$ cat src/rtl/alu_pkg.sv
// Shared definitions for the ALU command controller: select encodings,
// FSM states, flag bit positions and the carry-update rule.
package alu_pkg;

    // ALU select encodings
    localparam logic [3:0] ADD  = 4'h0;
    localparam logic [3:0] ADC  = 4'h1;
    localparam logic [3:0] SUB  = 4'h2;
    localparam logic [3:0] SBC  = 4'h3;
    localparam logic [3:0] NEG  = 4'h4;
    localparam logic [3:0] INC  = 4'h5;
    localparam logic [3:0] DEC  = 4'h6;
    localparam logic [3:0] PASS = 4'h7;
    localparam logic [3:0] AND  = 4'h8;
    localparam logic [3:0] OR   = 4'h9;
    localparam logic [3:0] XOR  = 4'hA;
    localparam logic [3:0] NOT  = 4'hB;
    localparam logic [3:0] ASL  = 4'hC;
    localparam logic [3:0] ASR  = 4'hD;
    localparam logic [3:0] LSL  = 4'hE;
    localparam logic [3:0] LSR  = 4'hF;

    typedef enum logic [1:0] {
        ST_IDLE = 2'd0,
        ST_EXEC = 2'd1,
        ST_RESP = 2'd2
    } state_e;

    // Flag vector layout {C,Z,N,V,P}
    localparam int FLAG_C = 4;
    localparam int FLAG_Z = 3;
    localparam int FLAG_N = 2;
    localparam int FLAG_V = 1;
    localparam int FLAG_P = 0;

    // Only the arithmetic group (ADD..DEC) produces a meaningful carry-out
    function automatic logic sel_updates_c(input logic [3:0] sel);
        return (sel <= DEC);
    endfunction

endpackage

$ cat src/rtl/alu_regfile.sv
// Architectural register file: two combinational read ports, one
// synchronous write port, synchronous clear on reset.
module alu_regfile
    import alu_pkg::*;
#(
    parameter int NREGS  = 8,
    parameter int DATA_W = 16,
    localparam int RW    = $clog2(NREGS)
) (
    input  logic              clk_i,
    input  logic              rst_i,
    input  logic [RW-1:0]     raddr1_i,
    output logic [DATA_W-1:0] rdata1_o,
    input  logic [RW-1:0]     raddr2_i,
    output logic [DATA_W-1:0] rdata2_o,
    input  logic              we_i,
    input  logic [RW-1:0]     waddr_i,
    input  logic [DATA_W-1:0] wdata_i
);

    logic [NREGS-1:0][DATA_W-1:0] regs_q;

    // Write port; reset has priority so an abandoned command never lands
    always_ff @(posedge clk_i) begin
        if (rst_i) begin
            regs_q <= '0;
        end else if (we_i) begin
            regs_q[waddr_i] <= wdata_i;
        end
    end

    assign rdata1_o = regs_q[raddr1_i];
    assign rdata2_o = regs_q[raddr2_i];

endmodule

$ cat src/rtl/alu_seq_ctrl.sv
// Command-driven initiator for the external combinational ALU. Latches
// operands at accept, runs one EXEC cycle, writes back result and flags,
// then holds the response until it is consumed.
module alu_seq_ctrl
    import alu_pkg::*;
#(
    parameter int NREGS  = 8,
    parameter int DATA_W = 16,
    localparam int RW    = $clog2(NREGS)
) (
    input  logic              clk,
    input  logic              rst,
    input  logic              cmd_valid,
    output logic              cmd_ready,
    input  logic [3:0]        cmd_sel,
    input  logic [RW-1:0]     cmd_rd,
    input  logic [RW-1:0]     cmd_rs1,
    input  logic [RW-1:0]     cmd_rs2,
    input  logic              cmd_imm_en,
    input  logic [DATA_W-1:0] cmd_imm,
    output logic [DATA_W-1:0] alu_op1,
    output logic [DATA_W-1:0] alu_op2,
    output logic [3:0]        alu_sel,
    output logic              alu_carry_in,
    input  logic [DATA_W:0]   alu_out,
    input  logic              alu_zero,
    input  logic              alu_neg,
    input  logic              alu_overflow,
    input  logic              alu_parity,
    output logic              rsp_valid,
    input  logic              rsp_ready,
    output logic [DATA_W-1:0] rsp_data,
    output logic [4:0]        rsp_flags
);

    state_e            state_q;
    logic [DATA_W-1:0] op1_q, op2_q;
    logic [3:0]        sel_q;
    logic [RW-1:0]     rd_q;
    logic [4:0]        flags_q, flags_d;
    logic              rsp_valid_q;
    logic [DATA_W-1:0] rsp_data_q;
    logic [4:0]        rsp_flags_q;
    logic [DATA_W-1:0] rdata1, rdata2;

    alu_regfile #(
        .NREGS (NREGS),
        .DATA_W(DATA_W)
    ) u_regfile (
        .clk_i   (clk),
        .rst_i   (rst),
        .raddr1_i(cmd_rs1),
        .rdata1_o(rdata1),
        .raddr2_i(cmd_rs2),
        .rdata2_o(rdata2),
        .we_i    (state_q == ST_EXEC),
        .waddr_i (rd_q),
        .wdata_i (alu_out[DATA_W-1:0])
    );

    // Flags produced by the command in EXEC; C survives non-arithmetic ops
    always_comb begin
        flags_d         = flags_q;
        flags_d[FLAG_Z] = alu_zero;
        flags_d[FLAG_N] = alu_neg;
        flags_d[FLAG_V] = alu_overflow;
        flags_d[FLAG_P] = alu_parity;
        if (sel_updates_c(sel_q)) begin
            flags_d[FLAG_C] = alu_out[DATA_W];
        end
    end

    // Command FSM with operand latches, flag register and response registers
    always_ff @(posedge clk) begin
        if (rst) begin
            state_q     <= ST_IDLE;
            op1_q       <= '0;
            op2_q       <= '0;
            sel_q       <= '0;
            rd_q        <= '0;
            flags_q     <= '0;
            rsp_valid_q <= 1'b0;
            rsp_data_q  <= '0;
            rsp_flags_q <= '0;
        end else begin
            case (state_q)
                ST_IDLE: begin
                    if (cmd_valid) begin
                        sel_q   <= cmd_sel;
                        rd_q    <= cmd_rd;
                        op1_q   <= rdata1;
                        op2_q   <= cmd_imm_en ? cmd_imm : rdata2;
                        state_q <= ST_EXEC;
                    end
                end
                ST_EXEC: begin
                    flags_q     <= flags_d;
                    rsp_data_q  <= alu_out[DATA_W-1:0];
                    rsp_flags_q <= flags_d;
                    rsp_valid_q <= 1'b1;
                    state_q     <= ST_RESP;
                end
                ST_RESP: begin
                    if (rsp_ready) begin
                        rsp_valid_q <= 1'b0;
                        state_q     <= ST_IDLE;
                    end
                end
                default: state_q <= ST_IDLE;
            endcase
        end
    end

    // Operands stay at their last latched values outside EXEC
    assign alu_op1      = op1_q;
    assign alu_op2      = op2_q;
    assign alu_sel      = sel_q;
    assign alu_carry_in = flags_q[FLAG_C];
    assign cmd_ready    = (state_q == ST_IDLE) && !rst;
    assign rsp_valid    = rsp_valid_q;
    assign rsp_data     = rsp_data_q;
    assign rsp_flags    = rsp_flags_q;

endmodule

$ cat config.mk
export PLATFORM = sky130hd
export DESIGN_NAME = alu_seq_ctrl
export DESIGN_NICKNAME = d
export VERILOG_FILES = /design/src/rtl/alu_pkg.sv /design/src/rtl/alu_regfile.sv /design/src/rtl/alu_seq_ctrl.sv
export SDC_FILE = /design/constraint.sdc
export NUM_CORES = 1
export LEC_CHECK = 0
export ABC_CLOCK_PERIOD_IN_PS = 2290
export CAP_MARGIN = 40
export CORE_ASPECT_RATIO = 0.75
export CORE_MARGIN = 1.5
export CORE_UTILIZATION = 56
export DETAILED_ROUTE_END_ITERATION = 8
export PLACE_DENSITY = 0.85
export SYNTH_ARGS = -nofsm -noshare
export SYNTH_HDL_FRONTEND = slang
export SYNTH_SLANG_ARGS = --single-unit
$ cat constraint.sdc
create_clock -name clk -period 2.29 [get_ports clk]
set_input_delay 0.687 -clock clk [delete_from_list [all_inputs] [get_ports clk]]
set_output_delay 0.687 -clock clk [all_outputs]
set_load 0.03 [all_outputs]
==> impl_summary.md, run 1 <==
Status
The run finished with clean final reports.

Place
At the placement stage, the worst setup path has a slack of -0.0702 ns. The global placement routability congestion is 0.811. After legalization and detailed placement, the total HPWL measured 16,300 um. The count of buffers inserted at the top-level ports is 114.

Drt
The via total after detailed routing is 8,481. The number of vias per cell is 6.75. The number of iterations in the first detailed-routing pass is 5. For this run, design rule violations remaining after detail routing come to 0. After detailed routing, the average wire length per cell comes to 22.0 um. In this run the remaining antenna-violating nets after routing total 0. The violation count after the first detailed-routing iteration is 1,159. The total wirelength of the detailed-routed design is 27,600 um.

Clock network
Buffers added to address setup during post-CTS repair amount to 0. Clock latency on the worst-skew pair, taken at its later pin, is 0.44 ns. The H-tree was split into 4 levels.

The number of instances resized during post-cts repair is 0. No sink is reached through more buffers than the 2 on the longest clock path. Buffers inserted to repair hold after CTS numbered 0.

The clock sink total is 191. After clock tree synthesis, the clock-pin slew on the worst setup and hold paths is 0.07 ns. The number of buffers inserted during clock tree synthesis is 17. The cell at the root of the clock tree is sky130_fd_sc_hd__clkbuf_16.

The clock tree from TritonCTS is yes.

Synth
The netlist area before placement is 0.00908 mm2. For this run, asynchronously set or reset flops after synthesis account for 0%. A synthesized cell averages 9.14 um2. Synthesis produced a netlist with a net count of 1,049. The synthesized design contains 0 enable-type register cells. Ranked by total cell area, the synthesized netlist is headed by sky130_fd_sc_hd__dfxtp_1, sky130_fd_sc_hd__mux4_2, sky130_fd_sc_hd__a21oi_1.

The largest total area in the synthesized netlist belongs to sky130_fd_sc_hd__dfxtp_1. The total of warnings raised by yosys is 0. Counting instances in the post-synthesis netlist gives the leading cell types as sky130_fd_sc_hd__dfxtp_1, sky130_fd_sc_hd__a21oi_1, sky130_fd_sc_hd__nand3_1, sky130_fd_sc_hd__o21ai_0, sky130_fd_sc_hd__clkbuf_1. The synthesized design devotes to its leading area cell type 42.1% of total area. The post-synthesis sequential area ratio is 42.1%. The dominant synthesized flop cell is sky130_fd_sc_hd__dfxtp_1. The count of state elements after synthesis is 191. Yosys mapped the design onto 33 distinct sky130hd cell types. The cell with the most instances after synthesis is sky130_fd_sc_hd__dfxtp_1. In the synthesized netlist, the number of instances is 994.

Cells and area
The fraction of final layout cells sized beyond drive strength 1 is 15.0%. Counting the fill cells in the layout gives 1,227. The net count reported at finish is 1,089. The area added between synthesis and finish is 21.7%. The number of antenna diodes is 0. The share of the core filled with cells is 69.4%.

Worst setup path
The critical path class is register to primary output. On the worst path, the slowest cell contributes a delay of 0.72 ns. The required time reported for the critical path endpoint is 1.60 ns.

The nature of the critical path startpoint is a register. The worst setup path is captured at a primary output. The total buffers and inverters traversed by the critical path is 1. The critical path goes through clkdlybuf4s50_1. The kind of cell with the highest combined delay on the critical path is buffers and inverters. At the worst endpoint, the arrival time is 1.58 ns. For this design, the slowest cell found on the critical path is sky130_fd_sc_hd__clkdlybuf4s50_1. Of all nets on the critical path, the largest fanout is 2.

STA
For the pin with the worst max-slew slack, the measured transition is 0.818 ns. Setup slack on the critical path of the routed design comes to 0.0221 ns. The worst relative slew slack is 45.5%. Setup repair after global routing left no endpoint under its margin.

The count of final hold-check violations is 0. The setup violation total in the final timing report is 0. The final worst-path cycle share is 99.0%. The number of slew-limit violations in the final report was 0. After layout, the minimum clock period comes to 2.27 ns. Derived from the worst setup path, the maximum achievable clock frequency is 0.441 GHz. The clock arrives with 0.0107 ns of skew.

GRT
The pin count of the biggest net entering global routing is 122. The number of antenna violations at the first check in global routing came to 0. The first global-routing pass estimated 43,800 um of wire. The via count of the first global-routing pass came to 8,134.

The total routing resource utilization after global routing is 33.1%. The leftover overflow at the end of global routing is 0.

Run
The number of maximum-capacitance violations is 0.

Floorplanning
The number of top-level pins is 115. The full die area is 0.0170 mm2. The x dimension of the die is 150 um. The floorplan has 40 rows. The area of the core region is 0.0159 mm2. The floorplan step set the die height to 113 um. The initial core utilization is 57.1%.

Pwr
In this run the static leakage power is 0.00361 uW. IR analysis of the VDD net gives a maximum drop of 0.592 mV. The cell area power density is 676 mW/mm2. Total power for the finished layout comes to 7470 uW.

Worst hold path
The class of the tightest hold or removal check is register to register.
==> registers in the layout, summed over array words and instances (netlist names) <==
name              count
u_regfile.regs_q    128
alu_op1              16
alu_op2              16
rsp_data             16
rsp_flags             5
alu_sel               4
rd_q                  3
state_q               2
rsp_valid             1
==> area by class of cell <==
class | count | area (um2) | area share [%]
Timing Repair Buffer | 152 | 1640 | 14.8
Tap cell | 210 | 263 | 2.38
Clock inverter | 13 | 120 | 1.09
Sequential cell | 191 | 3820 | 34.6
Clock buffer | 19 | 443 | 4.01
Multi-Input combinational cell | 672 | 4760 | 43.1
==> metrics by stage <==
step                      cells  hold slack, ns  setup TNS [ns]  instance area [um2]
final                      1257           0.455               0                11100
after global routing       1257           0.475               0                11100
after CTS                  1257           0.455               0                11100
after detailed placement   1225           0.446          -0.814                10500
after global placement     1225           0.441          -0.429                10500
after floorplan             994           0.461               0                 9090
==> tightest hold or removal path: cells and delay by family, from the launching register on <==
kind               cells  cell delay (ns)
DFF                    1             0.31
and+or+nand+nor        1             0.05
AOI/OAI and AO/OA      1             0.05
==> cells by family after synthesis <==
logic type	Yosys count	synth area share [%]
buf+inv	131	5.76
compound gates	319	18.8
flops	191	42.1
mux	80	17.6
simple gates	273	15.7
==> power by group <==
group	total [uW]	switching [uW]	internal [uW]
combinational	1100	675	430
sequential	3480	74.0	3410
clock	2880	1420	1470
==> cell usage in the layout, fill, tap and decap left out, types with 2 or more instances in the layout <==
cell type,n
sky130_fd_sc_hd__nor3_1,17
sky130_fd_sc_hd__inv_6,6
sky130_fd_sc_hd__nor2_1,17
sky130_fd_sc_hd__mux2i_1,16
sky130_fd_sc_hd__mux4_2,64
sky130_fd_sc_hd__nand2_1,56
sky130_fd_sc_hd__nand4b_1,16
sky130_fd_sc_hd__buf_2,2
sky130_fd_sc_hd__o22ai_1,16
sky130_fd_sc_hd__nand3_1,128
sky130_fd_sc_hd__buf_12,18
sky130_fd_sc_hd__clkinv_4,3
sky130_fd_sc_hd__o211ai_1,6
sky130_fd_sc_hd__o21ai_0,128
sky130_fd_sc_hd__nand2b_1,3
sky130_fd_sc_hd__nor2b_2,2
sky130_fd_sc_hd__clkbuf_16,17
sky130_fd_sc_hd__nor2b_1,2
sky130_fd_sc_hd__nand3b_1,17
sky130_fd_sc_hd__dfxtp_1,191
sky130_fd_sc_hd__clkdlybuf4s50_1,110
sky130_fd_sc_hd__inv_8,3
sky130_fd_sc_hd__nor3b_2,2
sky130_fd_sc_hd__or3b_1,2
sky130_fd_sc_hd__buf_4,21
sky130_fd_sc_hd__o211ai_2,10
sky130_fd_sc_hd__a21oi_1,158
==> final timing paths <==
kind | cells past startpoint | from | slack [ns] | to
setup / recovery | 1 | alu_op1[6] | 0.02 | alu_op1[6]
hold / removal | 2 | rsp_data[10] | 0.45 | rsp_data[10]
setup reg to reg | 4 | state_q[0] | 0.35 | u_regfile.regs_q[10]
hold reg to reg | 2 | rsp_data[10] | 0.45 | rsp_data[10]
==> routing by layer <==
metal / GRT usage, % / vias up / routed length, um
li1: - / 3737 / -
met1: 46.7 / 4041 / 10900
met2: 48.3 / 633 / 12200
met3: 9.19 / 70 / 3890
met4: 12.6 / 0 / 685
met5: 0 / - / 0
Note: power is estimated with default switching activity, not from simulation.
==> inputs of run 2 (changes only) <==
--- a/config.mk
+++ b/config.mk
@@ -11,7 +11,7 @@
 export CORE_MARGIN = 1.5
 export CORE_UTILIZATION = 56
 export DETAILED_ROUTE_END_ITERATION = 8
-export PLACE_DENSITY = 0.85
+export PLACE_DENSITY = 0.81
 export SYNTH_ARGS = -nofsm -noshare
 export SYNTH_HDL_FRONTEND = slang
 export SYNTH_SLANG_ARGS = --single-unit
==> constraint.sdc (replaced) <==
create_clock -name clk -period 2.29 [get_ports clk]
set_input_delay 0.458 -clock clk [delete_from_list [all_inputs] [get_ports clk]]
set_output_delay 0.458 -clock clk [all_outputs]
set_load 0.03 [all_outputs]
==> run 2 against run 1 <==
Critical path depth is the same. Hold slack lost 0.0019 ns. First-iteration DRC count grew 8.7%. Fmax grew 11%. Power grew 4.0%. Critical path type unchanged. Register-to-register slack gained 0.09 ns. Cell count is essentially flat.
==> impl_summary.md, run 2 (synthesis results as in run 1) <==
STA
Setup repair after global routing left no endpoint under its margin. The final worst-path cycle share is 89.3%. The count of final hold-check violations is 0. On the final layout, the worst clock skew is 0.00692 ns. At the pin with the least slew margin, the transition time is 0.762 ns.

The maximum clock frequency is 0.489 GHz. The number of slew-limit violations in the final report is 0. Adding up every negative setup slack in the final design gives 0 ns. The worst relative slew slack is 49.2%. The clock period could shrink to 2.04 ns. The setup violation total in the final timing report is 0.

Worst setup path
The arrival time of the worst setup path is 1.59 ns. Together, buffers and inverters on the worst path number 1. The kind of cell with the highest combined delay on the critical path is buffers and inverters.

The critical path goes through clkdlybuf4s50_1. Of all nets on the critical path, the largest fanout is 2. The nature of the critical path startpoint is a register. For this run, the slowest stage of the critical path takes 0.72 ns. The required time reported for the critical path endpoint is 1.83 ns. The highest-delay cell along the critical path is sky130_fd_sc_hd__clkdlybuf4s50_1. The critical path is of the register to primary output type. STA classifies the critical path endpoint as a primary output.

Drt
For this run, the detailed router's first-pass iteration total came to 6. Dividing the detail-routed wire length by the instance count gives 22.0 um. Using the TritonRoute via totals, the vias-per-cell ratio works out to 6.73. The via total after detailed routing is 8,447. The total DRC errors in the routed layout is 0.

The routed design has 27,600 um of wire. The violation count after the first detailed-routing iteration is 1,260. The number of nets still failing antenna checks after routing is 0.

Cells and area
Cells fill 69.4% of the core in the end. The top cell types in the final layout, fill and taps aside, are sky130_fd_sc_hd__dfxtp_1, sky130_fd_sc_hd__a21oi_1, sky130_fd_sc_hd__nand3_1, sky130_fd_sc_hd__o21ai_0, sky130_fd_sc_hd__clkdlybuf4s50_1. The register name with the most flops is u_regfile.regs_q. The net count reported at finish is 1,088. The leading cell type in the layout, fill and taps excluded is sky130_fd_sc_hd__dfxtp_1.

Fill cells in the final layout number 1,215. The fraction of final layout cells sized beyond drive strength 1 is 14.8%. The area growth from synthesis to layout is 21.5%. Summing all multi-input logic gate instances after layout gives 0.00476 mm2. After routing the design area is 0.0110 mm2. 0 antenna diodes ended up in the layout.

The sequential cells in the finished layout cover a total of 0.00382 mm2. The register with the most flip-flops in the layout has 128 of them.

Place
The congestion estimate from routability-driven global placement came to 0.819. The count of buffers inserted at the top-level ports is 114. Detailed placement ended at an HPWL of 16,200 um. Once placement finished, the instance area stood at 0.0104 mm2.

Pwr
The cell area power density is 704 mW/mm2. The total chip power is 7770 uW. The peak ir drop on the vdd network is 0.610 mV. In this run the static leakage power is 0.00362 uW.

GRT
The number of antenna violations at the first check in global routing is 1. The first global-routing pass estimated 43,600 um of wire. The total routing resource utilization after global routing is 33.0%. The via count of the first global-routing pass was 8,002. Entering global routing, the biggest net connects 135 pins. The leftover overflow at the end of global routing is 0.

Status
The run finished with clean final reports.

Run
The number of maximum-capacitance violations is 0.

Clock network
The clock-pin slew on the worst setup and hold paths is 0.06 ns. For this design, the CTS-stage hold fixing added 0 buffers. The H-tree depth is 4. In this run, CTS created clock tree buffers numbering 17. Clock tree synthesis found a total of 191 sinks. Buffers added to address setup during post-CTS repair amount to 0. In this run the clock root is driven by a sky130_fd_sc_hd__clkbuf_16. The clock tree from TritonCTS is yes.

The clock reaches the later pin of the worst-skew pair after 0.43 ns. Counting along the longest clock path gives a buffer depth of 2.

Floorplanning
After floorplanning, the core was divided into 40 placement rows. The floorplan step defined a die boundary enclosing 0.0170 mm2. The total area inside the core boundary comes to 0.0159 mm2.

The floorplan step set the die height to 113 um. The initial core utilization is 57.1%. The number of top-level pins is 115. In this run the horizontal extent of the chip is 150 um.

Worst hold path
In this run the worst hold path is classified as register to register.
[run 2: cell count changes in the layout (fill, tap and decap cells not counted), moves of 3 or more]
cell | previous run | this run
sky130_fd_sc_hd__buf_12 | 18 | 11
sky130_fd_sc_hd__clkbuf_8 | 1 | 7
sky130_fd_sc_hd__inv_6 | 6 | 0
sky130_fd_sc_hd__buf_4 | 21 | 26
sky130_fd_sc_hd__bufinv_16 | 0 | 3
sky130_fd_sc_hd__clkinv_4 | 3 | 0
sky130_fd_sc_hd__clkinvlp_4 | 1 | 4
sky130_fd_sc_hd__inv_8 | 3 | 0
[run 2: power by group]
part	leakage, uW	total (uW)	internal (uW)	switching, uW
Combinational	0.00176	1080	414	666
Clock	0.000307	3200	1920	1280
Sequential	0.00155	3490	3410	77.7
Total	0.00362	7770	5750	2020
[run 2: worst paths after layout]
kind | end | cells past startpoint | slack [ns] | startpoint
max | alu_op1[2] | 1 | 0.25 | alu_op1[2]
min | rsp_data[4] | 2 | 0.45 | rsp_data[4]
max reg2reg | u_regfile.regs_q[107] | 4 | 0.44 | state_q[0]
min reg2reg | rsp_data[4] | 2 | 0.45 | rsp_data[4]
[run 2: what timing repair did]
item,in CTS,in global routing
endpoints found under the hold margin,0,0
gates resized for setup,0,1
endpoints found under the setup margin,0,1
[run 2: metrics by stage]
stage | worst slack [ns] | cells | hold slack [ns]
global placement | 0.187 | 1224 | 0.440
CTS | 0.0224 | 1256 | 0.455
global route | 0.214 | 1256 | 0.472
finish | 0.245 | 1256 | 0.453
floorplan | 0.333 | 994 | 0.461
detailed placement | 0.103 | 1224 | 0.448
[run 2: cell type report]
type                       count  share of cell area (%)
clock buffer                  24                    4.73
clock inverter                 8                    1.13
multi-input combinational    672                    43.1
sequential                   191                    34.6
tap                          210                    2.38
timing repair buffer         151                    14.0
[run 2: per-layer routing]
layer	wire (um)	share of wire, %	track usage [%]
met5	13	0.047	0
met4	404	1.5	8.82
met3	3950	14	10.3
met2	12100	44	47.8
met1	11200	41	47.7
==> inputs of run 3 (changes only) <==
--- a/config.mk
+++ b/config.mk
@@ -11,6 +11,7 @@
 export CORE_MARGIN = 1.5
 export CORE_UTILIZATION = 56
 export DETAILED_ROUTE_END_ITERATION = 8
+export GPL_TIMING_DRIVEN = 0
 export PLACE_DENSITY = 0.81
 export SYNTH_ARGS = -nofsm -noshare
 export SYNTH_HDL_FRONTEND = slang
==> constraint.sdc (replaced) <==
create_clock -name clk -period 2.29 [get_ports clk]
set_input_delay 0.687 -clock clk [delete_from_list [all_inputs] [get_ports clk]]
set_output_delay 0.687 -clock clk [all_outputs]
set_load 0.03 [all_outputs]
==> run 3 against run 2 <==
The flow now finishes with violations (setup timing). Register-to-register slack lost 0.27 ns. Count of clock-buffer cells in the layout down 4. Cell area down 1.3%. Wire length grew 13%. Sequential share of layout area rose by 0.45 points. Via count is 5.1% higher. Largest cell class unchanged.
==> impl_summary.md, run 3 (synthesis results as in run 1) <==
Status
The run finished, with violations left. The checks that failed: setup timing.

Place
The global placement routability congestion is 1.00. The count of buffers inserted at the top-level ports is 94. The wire-length estimate of the detail-placed layout is 22,900 um.

Clock network
The later-pin clock latency in the skew report is 0.45 ns. The clock tree synthesis step divided the H-tree into 4 levels. The clock passes through at most 2 buffers. The number of hold buffers added after cts is 0.

The clock sink total is 191. The cell at the root of the clock tree is sky130_fd_sc_hd__clkbuf_16. TritonCTS built the clock tree. The clock-pin slew on the worst setup and hold paths is 0.07 ns. The number of buffers inserted during clock tree synthesis is 17.

GRT
For this run, global-route usage on met3 was measured as 16.3%. In the global route stage, met2 resource usage came out at 55.0%. The number of antenna violations at the first check in global routing was 0. The met1 routing resource usage after global routing is 50.7%. The via count of the first global-routing pass was 8,616. The first global-routing pass estimated 47,800 um of wire. The total routing resource utilization after global routing is 37.5%.

Entering global routing, the biggest net connects 17 pins. The leftover overflow at the end of global routing is 0. The global routing's busiest layer is met2.

Floorplanning
The die covers 0.0170 mm2. Once the floorplan was initialized, standard cells occupied 57.1% of the core. During I/O placement, the number of pins put on the boundary was 115. From bottom edge to top edge, the die measures 113 um.

The standard-cell row count is 40. The area of the core region is 0.0159 mm2. In this run the horizontal extent of the chip is 150 um.

Cells and area
The net count reported at finish is 1,163. The number of fillers in the final layout is 1,305. Relative to the synthesized area, the layout overhead comes to 20.0%. The post-route netlist has 12.4% of its cells at a drive strength greater than 1. The register name with the most flops is u_regfile.regs_q.

The area of combinational cells with multiple inputs is 0.00475 mm2. The top cell types in the final layout, fill and taps aside, are sky130_fd_sc_hd__dfxtp_1, sky130_fd_sc_hd__a21oi_1, sky130_fd_sc_hd__nand3_1, sky130_fd_sc_hd__o21ai_0, sky130_fd_sc_hd__clkdlybuf4s50_1. The leading cell type in the layout, fill and taps excluded is sky130_fd_sc_hd__dfxtp_1. The share of the core filled with cells is 68.5%. The number of antenna diodes is 0. The register with the most flip-flops in the layout has 128 of them.

Registers take 0.00382 mm2.

Drt
The number of iterations in the first detailed-routing pass is 9. The detail route stage leaves a number of antenna-violating nets equal to 0. The total DRC errors in the routed layout is 0.

The routed wirelength normalized by instance count is 23.4 um. After the first detailed-routing iteration, the DRC count stood at 1,340. Detailed routing inserted a total of 8,882 vias. The number of vias per cell is 6.68. For this block, the routed nets add up to 31,100 um of wire.

Pwr
Summed over all cells, the static leakage comes to 0.00352 uW. The cell area power density is 684 mW/mm2. Summing internal, switching and leakage power gives 7450 uW. The worst-case IR drop observed on VDD is 0.547 mV.

Worst setup path
For flop-to-flop paths, the worst setup slack is 0.17 ns. The required time reported for the critical path endpoint is 2.61 ns. The critical path class is primary input to register. The startpoint of the worst-slack reg-to-reg timing path is state_q[1]. The nature of the critical path startpoint is a primary input. The capturing element type of the critical path is a register. The critical path starts at cmd_valid. Data arrives at the worst endpoint at 2.64 ns. The maximum fanout along the worst path is 10.

STA
The worst relative slew slack is 46.9%. The clock arrives with 0.00962 ns of skew. The final worst-path cycle share is 102%.

The actual transition at the worst max-transition pin is 0.797 ns. Setup violations remaining at the end of the flow were counted as 3. The count of final hold-check violations is 0. Subtracting the final worst setup slack from the clock period gives 2.33 ns. Static timing analysis puts the maximum clock frequency at 0.430 GHz.

The final worst-path setup slack is -0.0363 ns. The number of slew-limit violations in the final report is 0. Setup repair after global routing left no endpoint under its margin.

Worst hold path
The beginning of the worst hold path is rsp_flags[0]. The class of the tightest hold or removal check is register to register.

Run
The number of maximum-capacitance violations is 0.
-- run 3: worst max-delay path, cell delays in order --
cell and delay, ns:
sky130_fd_sc_hd__clkdlybuf4s50_1 0.52, sky130_fd_sc_hd__or4b_1 0.49, sky130_fd_sc_hd__clkbuf_1 0.28, sky130_fd_sc_hd__buf_2 0.29, sky130_fd_sc_hd__o22ai_1 0.28, sky130_fd_sc_hd__nor3_1 0.08
-- run 3: layout make-up --
| type | count | area share, % |
|---|---|---|
| Clock buffer | 20 | 4.10 |
| Clock inverter | 11 | 1.02 |
| Sequential cell | 191 | 35.1 |
| Tap cell | 210 | 2.41 |
| Buffer | 131 | 5.08 |
| Timing Repair Buffer | 95 | 8.67 |
| Multi-Input combinational cell | 672 | 43.6 |
-- run 3: metrics by stage --
stage | cell area (um2) | setup WS [ns] | hold slack, ns | setup TNS [ns] | instances
floorplan | 9090 | 0.130 | 0.461 | 0 | 994
global placement | 10300 | -1.15 | 0.442 | -58.68 | 1298
detailed placement | 10300 | -1.13 | 0.448 | -59.60 | 1298
CTS | 10900 | 0.0277 | 0.455 | 0 | 1330
global route | 10900 | 0.00116 | 0.477 | 0 | 1330
finish | 10900 | -0.0363 | 0.457 | -0.0610 | 1330
-- run 3: what timing repair did --
| action | 4_1_cts | 5_1_grt |
|---|---|---|
| setup buffers | 1 | 0 |
| endpoints found under the hold margin | 0 | 0 |
| resized for setup | 19 | 7 |
| endpoints found under the setup margin | 31 | 7 |
-- run 3: report_power, final --
| part | switching (uW) | leakage (uW) | internal (uW) |
|---|---|---|---|
| clock | 1350 | 0.000272 | 1540 |
| combinational | 712 | 0.00170 | 380 |
| sequential | 67.0 | 0.00155 | 3410 |
-- run 3: per-layer routing --
layer	vias up	share of wire, %
met4	0	1.9
li1	3882	-
met2	664	43
met5	-	0
met3	76	17
met1	4260	39
-- run 3: path summary, 6_finish.rpt --
check                        endpoint  depth (start not counted)
setup reg to reg  u_regfile.regs_q[2]                          6
hold reg to reg          rsp_flags[0]                          2
hold / removal           rsp_flags[0]                          2
setup / recovery          alu_op1[10]                          6
